<file path="config.mk">
export PLATFORM = sky130hd
export DESIGN_NAME = game_timer_ctrl
export DESIGN_NICKNAME = d
export VERILOG_FILES = /design/src/rtl/game_timer_ctrl.sv
export SDC_FILE = /design/constraint.sdc
export NUM_CORES = 1
export LEC_CHECK = 0
export BUFFER_PORTS_ARGS = -buffer_cell sky130_fd_sc_hd__buf_2
export CORE_MARGIN = 10
export CORE_UTILIZATION = 60
export CTS_CLUSTER_SIZE = 16
export DETAILED_ROUTE_END_ITERATION = 10
export GPL_TIMING_DRIVEN = 0
export MAX_ROUTING_LAYER = met4
export PLACE_DENSITY = 0.83
export SYNTH_ARGS = -nofsm -noshare
export SYNTH_HDL_FRONTEND = slang
export SYNTH_SLANG_ARGS = --single-unit
</file>
<file path="constraint.sdc">
create_clock -name clk -period 4.1 [get_ports clk]
set_input_delay 0.41 -clock clk [delete_from_list [all_inputs] [get_ports clk]]
set_output_delay 0.41 -clock clk [all_outputs]
set_load 0.02 [all_outputs]
</file>
<file path="src/rtl/game_timer_ctrl.sv">
`default_nettype none
// ============================================================================
// Module   : game_timer_ctrl
// Brief    : Run/pause/over sequencing for the MM:SS play timer, seconds-tick
//            generation and 4-digit multiplexed 7-segment scan.
// Revision : 1.0 - initial release
// ============================================================================
module game_timer_ctrl #(
    parameter int TICK_DIV = 50000000,
    parameter int SCAN_DIV = 50000
) (
    input  logic       clk,
    input  logic       rst,
    input  logic       start,
    input  logic       pause,
    input  logic       game_over,
    output logic       sec_tick,
    output logic       timer_clr,
    output logic [1:0] state,
    input  logic [6:0] seg_sec_l,
    input  logic [6:0] seg_sec_h,
    input  logic [6:0] seg_min_l,
    input  logic [6:0] seg_min_h,
    output logic [6:0] seg,
    output logic [3:0] an
);

    localparam int              c_TICK_W   = $clog2(TICK_DIV);
    localparam int              c_SCAN_W   = $clog2(SCAN_DIV);
    localparam logic [c_TICK_W-1:0] c_TICK_MAX = c_TICK_W'(TICK_DIV - 1);
    localparam logic [c_SCAN_W-1:0] c_SCAN_MAX = c_SCAN_W'(SCAN_DIV - 1);

    typedef enum logic [1:0] {
        ST_IDLE  = 2'd0,
        ST_RUN   = 2'd1,
        ST_PAUSE = 2'd2,
        ST_OVER  = 2'd3
    } state_t;

    state_t                r_state;
    state_t                w_state_nxt;
    logic                  w_restart;
    logic                  w_count;
    logic [c_TICK_W-1:0]   r_tick_cnt;
    logic                  r_sec_tick;
    logic                  r_timer_clr;
    logic [c_SCAN_W-1:0]   r_scan_cnt;
    logic [1:0]            r_digit;
    logic [3:0]            r_an;
    logic [6:0]            r_seg;
    logic [6:0]            w_seg_sel;

    // w_count: stays in RUN with no restart, so the second counter may advance
    always_comb begin
        w_state_nxt = r_state;
        w_restart   = 1'b0;
        w_count     = 1'b0;
        case (r_state)
            ST_IDLE: begin
                if (start) begin
                    w_state_nxt = ST_RUN;
                    w_restart   = 1'b1;
                end
            end
            ST_RUN: begin
                if (game_over)  w_state_nxt = ST_OVER;
                else if (start) w_restart   = 1'b1;
                else if (pause) w_state_nxt = ST_PAUSE;
                else            w_count     = 1'b1;
            end
            ST_PAUSE: begin
                if (game_over) begin
                    w_state_nxt = ST_OVER;
                end else if (start) begin
                    w_state_nxt = ST_RUN;
                    w_restart   = 1'b1;
                end else if (pause) begin
                    w_state_nxt = ST_RUN;
                end
            end
            ST_OVER: begin
                if (start && !game_over) begin
                    w_state_nxt = ST_RUN;
                    w_restart   = 1'b1;
                end
            end
            default: w_state_nxt = ST_IDLE;
        endcase
    end

    always_ff @(posedge clk or posedge rst) begin
        if (rst) begin
            r_state     <= ST_IDLE;
            r_tick_cnt  <= '0;
            r_sec_tick  <= 1'b0;
            r_timer_clr <= 1'b0;
        end else begin
            r_state     <= w_state_nxt;
            r_timer_clr <= w_restart;
            r_sec_tick  <= w_count && (r_tick_cnt == c_TICK_MAX);
            if (w_restart) begin
                r_tick_cnt <= '0;
            end else if (w_count) begin
                if (r_tick_cnt == c_TICK_MAX) r_tick_cnt <= '0;
                else                          r_tick_cnt <= r_tick_cnt + 1'b1;
            end
        end
    end

    always_comb begin
        w_seg_sel = seg_sec_l;
        case (r_digit)
            2'd0:    w_seg_sel = seg_sec_l;
            2'd1:    w_seg_sel = seg_sec_h;
            2'd2:    w_seg_sel = seg_min_l;
            default: w_seg_sel = seg_min_h;
        endcase
    end

    // Scan runs in every state so the display never freezes
    always_ff @(posedge clk or posedge rst) begin
        if (rst) begin
            r_scan_cnt <= '0;
            r_digit    <= 2'd0;
            r_an       <= 4'b1110;
            r_seg      <= 7'b1111111;
        end else begin
            if (r_scan_cnt == c_SCAN_MAX) begin
                r_scan_cnt <= '0;
                r_digit    <= r_digit + 2'd1;
            end else begin
                r_scan_cnt <= r_scan_cnt + 1'b1;
            end
            r_an  <= ~(4'b0001 << r_digit);
            r_seg <= w_seg_sel;
        end
    end

    assign state     = r_state;
    assign sec_tick  = r_sec_tick;
    assign timer_clr = r_timer_clr;
    assign an        = r_an;
    assign seg       = r_seg;

endmodule
`default_nettype wire

</file>
==> reports/metrics.yaml <==
cts_hold_buf: 0
cpPeakStageDelay_ns: 0.45
vdd_drop_max_uv: 241
synthArstFlopShare_pct: 100
top_usage_layer: "met2"
wl_per_cell_um: 17.1
clock-sinks: 59
synth_warnings: 0
drtAntennaViolNets: 0
yosys-top-cells-area: "dfrtp_1, dfstp_2, ha_1"
cp-end-kind: "flip-flop"
clkTransAtPathRegs_ns: 0.07
drc: 0
first_pass_iters: 5
area_growth_pct: 17.0
hold_path_class: "in -> async"
grt_first_pass_wirelength_um: 13300
syn_nets: 378
gp_routability_congestion: 0.909
period_minus_slack_ns: 2.51
ys_types: 52
grt_pass1_vias: 2860
synthFlopType: "dfrtp_1"
whs_ns: 0.188
slew_headroom_pct: 45.7
crit_buf_inv: 2
die_x_um: 93.4
drive_gt1_share_pct: 22.7
startpoint_type: "flip-flop"
synth_top_area_share_pct: 37.9
hpwl_um: 5550
stdcell_area_um2: 3780
crit_type: "reg -> reg"
worstMarginPinSlew_ns: 0.813
fin_skew_ns: 0.00656
seq_area_frac_synth_pct: 46.1
drv_slew: 0
vias: 2845
viasPerCell: 6.09
pre_cts_ws_ns: 1.62
crit_family: "compound AO/OA/AOI/OAI gates"
syn_inst: 333
fin_nets: 437
rsz0062_at_grt: "no"
grt_use_total_pct: 19.5
drt_iter0_drc: 310
powerDensity_nw_per_um2: 384
synth_area_per_cell_um2: 9.71
use_met3_pct: 5.68
crit_chain: "inv_1 > ha_1 > o21ba_2 > o21ai_2 > inv_1 > nor2_1 > nor2b_1 > a2bb2oi_1"
post_cts_resized: 0
io_pins: 48
root_buffer: "clkbuf_8"
required_ns: 4.35
path_max_fanout: 10
start_util_pct: 62.5
port_buffers: 47
seqCellArea_um2: 1490
fin_tns_setup_ns: 0
hold_viol: 0
drv_cap: 0
leakage_uw: 0.00167
antenna_found_initial: 0
syn_area_um2: 3230
grt_overflow: 0
critPathMostFrequentCell: "inv_1"
clkLatencyLatePin_ns: 0.34
coreArea_um2: 5170
critPathArrivalTime_ns: 2.76
met1_usage_pct: 24.5
setup_ws_ns: 1.59
setup_viol: 0
synth_edf_count: 0
rows: 26
use_met2_pct: 28.4
synth_area_leader_cell: "dfrtp_1"
min_period_over_period_pct: 61.2
status: "completed"
drt_wl_total_um: 8010
ctsHtreeMaxLevel: 3
cts_made_buffers: 9
clockBufferDepth: 2
tritoncts: "built"
slowest_stage: "nor2_1"
postCtsSetupBuffers: 0
antenna_cells: 0
grt_max_degree: 35
placed_area_um2: 3580
multi_input_area_um2: 1610
ys_ff_latch: 59
fp.dieArea_um2: 8720
fillers: 385
ff2ff_setup_slack_ns: 1.59
fmax_mhz: 398
die_h_um: 93.4
p_total_uw: 1450
worst register-to-register path: cells and delay by family, from the launching register on:
kind                       cells  cell delay, ns
AOI/OAI and AO/OA              3            0.80
adders and majority gates      1            0.31
buffers and inverters          2            0.39
DFF                            1            0.39
and+or+nand+nor                2            0.55
cells by family (layout without fill, tap and decap cells):
kind of cell	Yosys count	in the layout	share of synthesized area, %
simple gates	145	145	24.6
flops	59	59	46.1
compound gates	54	54	11.8
buf+inv	32	96	4.06
xor+xnor	21	21	5.69
fa+ha+maj	12	12	4.64
mux	10	10	3.17
cell type report:
cell class / instances / area share [%]
Clock inverter: 2 / 0.926
Buffer: 11 / 1.39
Sequential cell: 59 / 39.4
Timing Repair Buffer: 48 / 6.75
Clock buffer: 14 / 4.56
Tap cell: 70 / 2.31
Multi-Input combinational cell: 242 / 42.6
Inverter: 21 / 2.08
cells in the mapped netlist, drive strengths merged (6+ instances only):
master  count
xor2       15
nand3      20
ha         12
nand2      27
xnor2       6
and3        6
a222oi      7
dfstp      10
inv        21
o21ai      12
clkbuf      6
nor3        8
nor2       35
a21oi      14
nor4       11
mux2i       8
dfrtp      49
or4         7
nand4      13
path summary, 6_finish.rpt:
check                               from              to  cells past startpoint
max                             state[0]  r_tick_cnt[25]                      8
min reg2reg                r_scan_cnt[0]   r_scan_cnt[0]                      1
max reg2reg                     state[0]  r_tick_cnt[25]                      8
max in group asynchronous            rst  r_tick_cnt[22]                      3
min in group clk            seg_min_h[3]          seg[3]                      3
min                                  rst      r_digit[1]                      2
where the power goes:
| group | internal, uW | switching [uW] |
|---|---|---|
| Combinational | 93.5 | 172 |
| Clock | 330 | 229 |
| Sequential | 609 | 19.4 |
| Total | 1030 | 420 |
registers in the layout, summed over array words and instances (netlist names):
signal      cells
r_tick_cnt     26
r_scan_cnt     16
seg             7
an              4
r_digit         2
state           2
sec_tick        1
timer_clr       1
metal layers:
| layer | part of all wire (%) | vias up |
|---|---|---|
| li1 | - | 1327 |
| met1 | 45 | 1341 |
| met2 | 44 | 152 |
| met3 | 8.9 | 25 |
| met4 | 2.7 | 0 |
| met5 | 0 | - |
per-stage QoR:
stage	cells	util (%)
floorplan	333	-
global placement	450	68.7
detailed placement	451	69.1
CTS	467	73.1
global route	467	73.1
finish	467	73.1
cell usage in the layout (no fill, tap or decap), drive strengths merged, types with 2 or more instances in the layout:
cell	netlist	routed
buf	5	53
dfrtp	49	49
nor2	35	35
nand2	27	27
inv	21	21
nand3	20	20
clkbuf	6	20
xor2	15	15
a21oi	14	14
nand4	13	13
ha	12	12
o21ai	12	12
nor4	11	11
dfstp	10	10
mux2i	8	8
nor3	8	8
a222oi	7	7
or4	7	7
and3	6	6
xnor2	6	6
nor2b	5	5
o211ai	3	3
a32o	3	3
or3	3	3
and2	2	2
mux2	2	2
a2bb2oi	2	2
a211oi	2	2
o22ai	2	2
a22oi	2	2
o31ai	2	2
nor4b	2	2
or4b	2	2
(Power assumes the default switching activity.)
